==> src/rtl/io_pkg.sv <==
// Shared constants for the memory-mapped I/O controller: register offsets
// within the 4-word window and the default window base.
package io_pkg;

  localparam logic [31:0] DEF_BASE_ADDR = 32'd4096;

  localparam logic [1:0] OFF_SW       = 2'd0;
  localparam logic [1:0] OFF_LED      = 2'd1;
  localparam logic [1:0] OFF_BTN_EVT  = 2'd2;
  localparam logic [1:0] OFF_IRQ_MASK = 2'd3;

endpackage

==> src/rtl/io_debounce.sv <==
// Two-flop synchroniser followed by a shared-counter debouncer: the whole
// vector must hold steady for DEBOUNCE_CYCLES cycles before stable follows.
module io_debounce #(
  parameter int unsigned W               = 1,
  parameter int unsigned DEBOUNCE_CYCLES = 1
) (
  input  logic         clock,
  input  logic         reset_n,
  input  logic [W-1:0] raw,
  output logic [W-1:0] stable
);

  localparam int unsigned CNT_W = $clog2(DEBOUNCE_CYCLES + 1);
  localparam logic [CNT_W-1:0] CNT_LAST = CNT_W'(DEBOUNCE_CYCLES - 1);

  logic [W-1:0]     meta_q;
  logic [W-1:0]     sync_q;
  logic [W-1:0]     cand_q;
  logic [W-1:0]     stable_q;
  logic [CNT_W-1:0] cnt_q;

  always_ff @(posedge clock) begin
    if (!reset_n) begin
      meta_q   <= '0;
      sync_q   <= '0;
      cand_q   <= '0;
      stable_q <= '0;
      cnt_q    <= '0;
    end else begin
      meta_q <= raw;
      sync_q <= meta_q;
      // Any difference from the candidate restarts the settle window.
      if (sync_q != cand_q) begin
        cand_q <= sync_q;
        cnt_q  <= '0;
      end else if (cnt_q == CNT_LAST) begin
        stable_q <= cand_q;
      end else begin
        cnt_q <= cnt_q + CNT_W'(1);
      end
    end
  end

  assign stable = stable_q;

endmodule

==> src/rtl/mmio_io_ctrl.sv <==
// Memory-mapped switch/button/LED controller with a 4-word register window.
// Optional macro IO_IRQ_EN adds the interrupt mask register and the irq output.
module mmio_io_ctrl
  import io_pkg::*;
#(
  parameter logic [31:0] BASE_ADDR       = DEF_BASE_ADDR,
  parameter int unsigned SW_W            = 16,
  parameter int unsigned LED_W           = 16,
  parameter int unsigned BTN_W           = 4,
  parameter int unsigned DEBOUNCE_CYCLES = 250000
) (
  input  logic              clock,
  input  logic              reset_n,
  input  logic [31:0]       address_dmem,
  input  logic              wren,
  input  logic [31:0]       data,
  output logic              io_sel,
  output logic [31:0]       io_q,
  input  logic [SW_W-1:0]   SW,
  input  logic [BTN_W-1:0]  BTN,
  output logic [LED_W-1:0]  LED,
  output logic              irq
);

  logic [1:0]       offset;
  logic [SW_W-1:0]  sw_stable;
  logic [BTN_W-1:0] btn_stable;
  logic [BTN_W-1:0] btn_prev_q;
  logic [BTN_W-1:0] btn_rise;
  logic [BTN_W-1:0] btn_clr;
  logic [BTN_W-1:0] btn_evt_q;
  logic [BTN_W-1:0] btn_evt_d;
  logic [LED_W-1:0] led_q;
  logic [31:0]      rdata;
  logic             wr_led;
  logic             wr_evt;
  logic             unused_bits;

  assign io_sel = (address_dmem >= BASE_ADDR) && (address_dmem <= BASE_ADDR + 32'd3);
  assign offset = address_dmem[1:0] - BASE_ADDR[1:0];

  assign wr_led = wren && io_sel && (offset == OFF_LED);
  assign wr_evt = wren && io_sel && (offset == OFF_BTN_EVT);

  io_debounce #(
    .W               (SW_W),
    .DEBOUNCE_CYCLES (DEBOUNCE_CYCLES)
  ) u_sw_debounce (
    .clock   (clock),
    .reset_n (reset_n),
    .raw     (SW),
    .stable  (sw_stable)
  );

  io_debounce #(
    .W               (BTN_W),
    .DEBOUNCE_CYCLES (DEBOUNCE_CYCLES)
  ) u_btn_debounce (
    .clock   (clock),
    .reset_n (reset_n),
    .raw     (BTN),
    .stable  (btn_stable)
  );

  // A new press is OR-ed in after the clear so it survives a coincident W1C.
  assign btn_rise  = btn_stable & ~btn_prev_q;
  assign btn_clr   = wr_evt ? data[BTN_W-1:0] : '0;
  assign btn_evt_d = (btn_evt_q & ~btn_clr) | btn_rise;

`ifdef IO_IRQ_EN
  logic [BTN_W-1:0] irq_mask_q;
  logic             wr_mask;

  assign wr_mask = wren && io_sel && (offset == OFF_IRQ_MASK);

  always_ff @(posedge clock) begin
    if (!reset_n) begin
      irq_mask_q <= '0;
      irq        <= 1'b0;
    end else begin
      if (wr_mask) irq_mask_q <= data[BTN_W-1:0];
      irq <= |(btn_evt_q & irq_mask_q);
    end
  end
`else
  assign irq = 1'b0;
`endif

  always_comb begin
    rdata = '0;
    if (io_sel) begin
      unique case (offset)
        OFF_SW:      rdata[SW_W-1:0]  = sw_stable;
        OFF_LED:     rdata[LED_W-1:0] = led_q;
        OFF_BTN_EVT: rdata[BTN_W-1:0] = btn_evt_q;
        OFF_IRQ_MASK: begin
`ifdef IO_IRQ_EN
          rdata[BTN_W-1:0] = irq_mask_q;
`else
          rdata = '0;
`endif
        end
      endcase
    end
  end

  always_ff @(posedge clock) begin
    if (!reset_n) begin
      led_q      <= '0;
      btn_evt_q  <= '0;
      btn_prev_q <= '0;
      io_q       <= '0;
    end else begin
      io_q       <= rdata;
      btn_prev_q <= btn_stable;
      btn_evt_q  <= btn_evt_d;
      if (wr_led) led_q <= data[LED_W-1:0];
    end
  end

  assign LED = led_q;

  // Only the low bits of the write data are architecturally meaningful.
  assign unused_bits = ^data;

endmodule

==> config.mk <==
export PLATFORM = sky130hd
export DESIGN_NAME = mmio_io_ctrl
export DESIGN_NICKNAME = d
export VERILOG_FILES = /design/src/rtl/io_pkg.sv /design/src/rtl/io_debounce.sv /design/src/rtl/mmio_io_ctrl.sv
export SDC_FILE = /design/constraint.sdc
export NUM_CORES = 1
export LEC_CHECK = 0
export ABC_AREA = 1
export CORE_MARGIN = 4
export CORE_UTILIZATION = 50
export DETAILED_ROUTE_END_ITERATION = 10
export HOLD_SLACK_MARGIN = 0.06
export PLACE_DENSITY = 0.85
export SYNTH_ARGS = -nofsm -noshare
export SYNTH_HDL_FRONTEND = slang
export SYNTH_SLANG_ARGS = --single-unit
==> constraint.sdc <==
create_clock -name clock -period 1.9 [get_ports clock]
set_input_delay 0.19 -clock clock [delete_from_list [all_inputs] [get_ports clock]]
set_output_delay 0.19 -clock clock [all_outputs]
set_load 0.1 [all_outputs]
==> impl_metrics.json, run 1 <==
{
  "status": "completed",
  "drt-initial-drc-count": 323,
  "period_minus_slack_ps": 1742,
  "fin_util_pct": 65.04,
  "syn_inst": 947,
  "clock-sinks": 156,
  "synthMuxAreaShare_pct": 0,
  "required_ps": 2240,
  "synth_compound_area_share_pct": 4.260,
  "dp_slack_ps": 79.18,
  "hpwlAfterDp_um": 9934,
  "seq_area_frac_synth_pct": 46.84,
  "grt_max_degree": 97,
  "yosysMostFrequentCell": "nand2_1",
  "synth_top_family_by_area": "simple AND/OR/NAND/NOR gates",
  "syn_to_final_growth_pct": 25.11,
  "rsz0062_at_grt": "false",
  "cap_viol_max_count": 0,
  "internal_power_w": 0.005300,
  "rr_startpoint": "u_sw_debounce.cnt_q[1]$_SDFFE_PP0P_",
  "synth_xor_xnor_area_share_pct": 1.839,
  "synth.top_cell.area_share_pct": 46.84,
  "setup_violations": 0,
  "port_buffers": 103,
  "cp.arrival_ps": 2090,
  "seq_area_mm2": 0.003124,
  "wl_per_cell_um": 11.04,
  "finalWeightedCongestion": 0.8639,
  "die_w_um": 123.5,
  "synth_top_cell_by_area": "dfxtp_1",
  "reg2reg_to": "u_sw_debounce.stable[10]$_SDFFE_PN0P_",
  "path_clk_slew_ps": 60,
  "root_buffer": "clkbuf_16",
  "start_kind": "flop",
  "crit_type": "reg2reg",
  "hold_path.class": "in2reg",
  "grt_pass1_wl_um": 23000,
  "p_comb_share_pct": 8.0,
  "grt_pass1_vias": 5371,
  "gr-total-overflow": 0,
  "drc_errors": 0,
  "power.density_mw_per_mm2": 833.3,
  "cp_max_fo": 8,
  "avgSynthCellArea_um2": 7.041,
  "core_mm2": 0.01282,
  "vias": 5690,
  "yosysUniqueCellTypes": 37,
  "period_share_pct": 91.69,
  "synth_edf_count": 0,
  "grt_usage_pct": 18.77,
  "routed_wl_um": 13700,
  "yosys.area_share.simple_pct": 32.56,
  "fillers": 1114,
  "clockBufferDepth": 2,
  "start_util_pct": 51.99,
  "cts_tree": "yes",
  "drtPass1Iterations": 4,
  "p_clk_share_pct": 43.7,
  "ys_async_sr_fraction_pct": 0,
  "yosys-top-cells-area": "dfxtp_1 (47%), nand2_1 (15%), inv_1 (10%)",
  "p_leak_nw": 3.926,
  "ys_ff_latch": 156,
  "ant_nets": 0,
  "syn_area_mm2": 0.006668,
  "drive_gt1_share_pct": 10.57,
  "vdd_drop_max_mv": 0.5991,
  "skew_ps": 8.128,
  "maxSlewViolCount": 0,
  "worst_slack_ps": 157.9,
  "swShare_pct": 23.76,
  "h-tree-depth": 4,
  "holdWs_ps": 86.53,
  "synth_ff_type": "dfxtp_1",
  "share_seq_of_total_power_pct": 48.3,
  "synthAdderAreaFrac_pct": 0.3753,
  "insertion_delay_ps": 410,
  "synth_common_cells": "nand2_1 (268), inv_1 (181), dfxtp_1 (156)",
  "tns_ps": 0,
  "rows": 41,
  "final_nets": 1145,
  "p_sw_w": 0.001652,
  "hold_buffers": 0,
  "pin_count": 137,
  "n_antenna_cell": 0,
  "die_h_um": 123.5,
  "worstSetupStartpoint": "u_sw_debounce.cnt_q[1]$_SDFFE_PP0P_",
  "multi_input_area_mm2": 0.002696,
  "dieArea_mm2": 0.01525,
  "cp-endpoint": "u_sw_debounce.stable[10]$_SDFFE_PN0P_",
  "yosysWarnings": 0,
  "fmax_ghz": 0.5740,
  "grt_antenna_before_repair": 0,
  "reg2reg_depth": 9,
  "cts_buffers": 17,
  "r2r_slack_ps": 160,
  "finalPower_w": 0.006951,
  "end_kind": "flop",
  "hold_viol": 0,
  "avgViaCountPerCell": 4.585
}
[placed cells by master, fill, tap and decap left out, drive strengths merged, types with 18 or more instances in the layout]
| cell | Yosys | final |
|---|---|---|
| nand2 | 279 | 279 |
| dfxtp | 156 | 156 |
| clkbuf | 12 | 22 |
| nor3 | 18 | 18 |
| clkdlybuf4s50 | 0 | 69 |
| nand3 | 19 | 20 |
| inv | 182 | 183 |
| a21oi | 34 | 34 |
| buf | 29 | 45 |
| nand4 | 31 | 31 |
| nor2 | 126 | 126 |
[final cells by class]
class                           count  area share (%)
Multi-Input combinational cell    584           32.32
Inverter                          183           8.235
Sequential cell                   156           37.45
Timing Repair Buffer              114           12.93
Tap cell                          172           2.580
Clock inverter                     10          0.7950
Clock buffer                       22           5.685
[worst min path at each step]
| stage | start | end | cells after the start |
|---|---|---|---|
| after floorplan | BTN[0] | u_btn_debounce.meta_q[0]$_SDFF_PN0_ | 2 |
| after global placement | u_btn_debounce.meta_q[1]$_SDFF_PN0_ | u_btn_debounce.sync_q[1]$_SDFF_PN0_ | 2 |
| after detailed placement | u_sw_debounce.meta_q[6]$_SDFF_PN0_ | u_sw_debounce.sync_q[6]$_SDFF_PN0_ | 2 |
| after CTS | reset_n | u_btn_debounce.meta_q[3]$_SDFF_PN0_ | 3 |
| after global routing | reset_n | u_btn_debounce.sync_q[0]$_SDFF_PN0_ | 3 |
| final | reset_n | u_btn_debounce.meta_q[3]$_SDFF_PN0_ | 3 |
[registers in the layout, indices dropped and copies added (netlist names)]
signal,count
LED,16
btn_evt_q,4
btn_prev_q,4
io_q,16
u_btn_debounce.cand_q,4
u_btn_debounce.cnt_q,18
u_btn_debounce.meta_q,4
u_btn_debounce.stable,4
u_btn_debounce.sync_q,4
u_sw_debounce.cand_q,16
u_sw_debounce.cnt_q,18
u_sw_debounce.meta_q,16
u_sw_debounce.stable,16
u_sw_debounce.sync_q,16
[power by group through the flow]
stage / sequential, W / clock, W / combinational, W
6_report: 0.00336 / 0.00304 / 0.000554
2_1_floorplan: 0.00342 / 0 / 0.000376
4_1_cts: 0.00336 / 0.00310 / 0.000550
3_5_place_dp: 0.00343 / 0 / 0.000548
5_1_grt: 0.00336 / 0.00324 / 0.000607
3_3_place_gp: 0.00343 / 0 / 0.000540
[worst max-delay path: stages, from the launching register on]
cell and delay [ps]:
dfxtp_1 350, ha_1 180, nand2_1 130, nor2_2 200
nand3_2 120, nor2_4 260, nand3_4 180, nand2_2 100
inv_1 40, nor2_1 110
[timing repair]
| action | 4_1_cts | 5_1_grt |
|---|---|---|
| resized for setup | 0 | 5 |
| setup buffers | 0 | 1 |
| setup endpoints to repair | 0 | 17 |
[layer usage]
| metal | GRT usage (%) | vias up | routed length, um |
|---|---|---|---|
| li1 | - | 3020 | - |
| met1 | 22.62 | 2475 | 6057 |
| met2 | 32.04 | 172 | 6279 |
| met3 | 4.483 | 23 | 1092 |
| met4 | 7.889 | 0 | 269 |
| met5 | 0 | - | 0 |
[cell families (layout without fill, tap and decap cells)]
| kind of cell | after synthesis | after routing |
|---|---|---|
| adder cells (fa/ha/maj) | 2 | 2 |
| XOR/XNOR | 14 | 14 |
| AND/OR/NAND/NOR | 495 | 496 |
| AO/OA/AOI/OAI | 55 | 55 |
| flip-flops | 156 | 156 |
| buffers and inverters | 224 | 329 |
| other | 1 | 17 |
[per-stage QoR]
| stage | cells | area, um^2 |
|---|---|---|
| floorplan | 963 | 6728 |
| finish | 1241 | 8342 |
| CTS | 1239 | 8303 |
| global placement | 1207 | 7762 |
| global route | 1241 | 8342 |
| detailed placement | 1207 | 7762 |
No activity file was read; power rests on OpenSTA's default activity.
==> run 2, diff against run 1 <==
--- a/config.mk
+++ b/config.mk
@@ -8,9 +8,11 @@
 export ABC_AREA = 1
 export CORE_MARGIN = 4
 export CORE_UTILIZATION = 50
+export CTS_CLUSTER_SIZE = 8
 export DETAILED_ROUTE_END_ITERATION = 10
 export HOLD_SLACK_MARGIN = 0.06
 export PLACE_DENSITY = 0.85
+export SLEW_MARGIN = 20
 export SYNTH_ARGS = -nofsm -noshare
 export SYNTH_HDL_FRONTEND = slang
 export SYNTH_SLANG_ARGS = --single-unit
==> results of run 2 <==
Same layout as run 1: the final DEF is identical, and so are final timing and power.
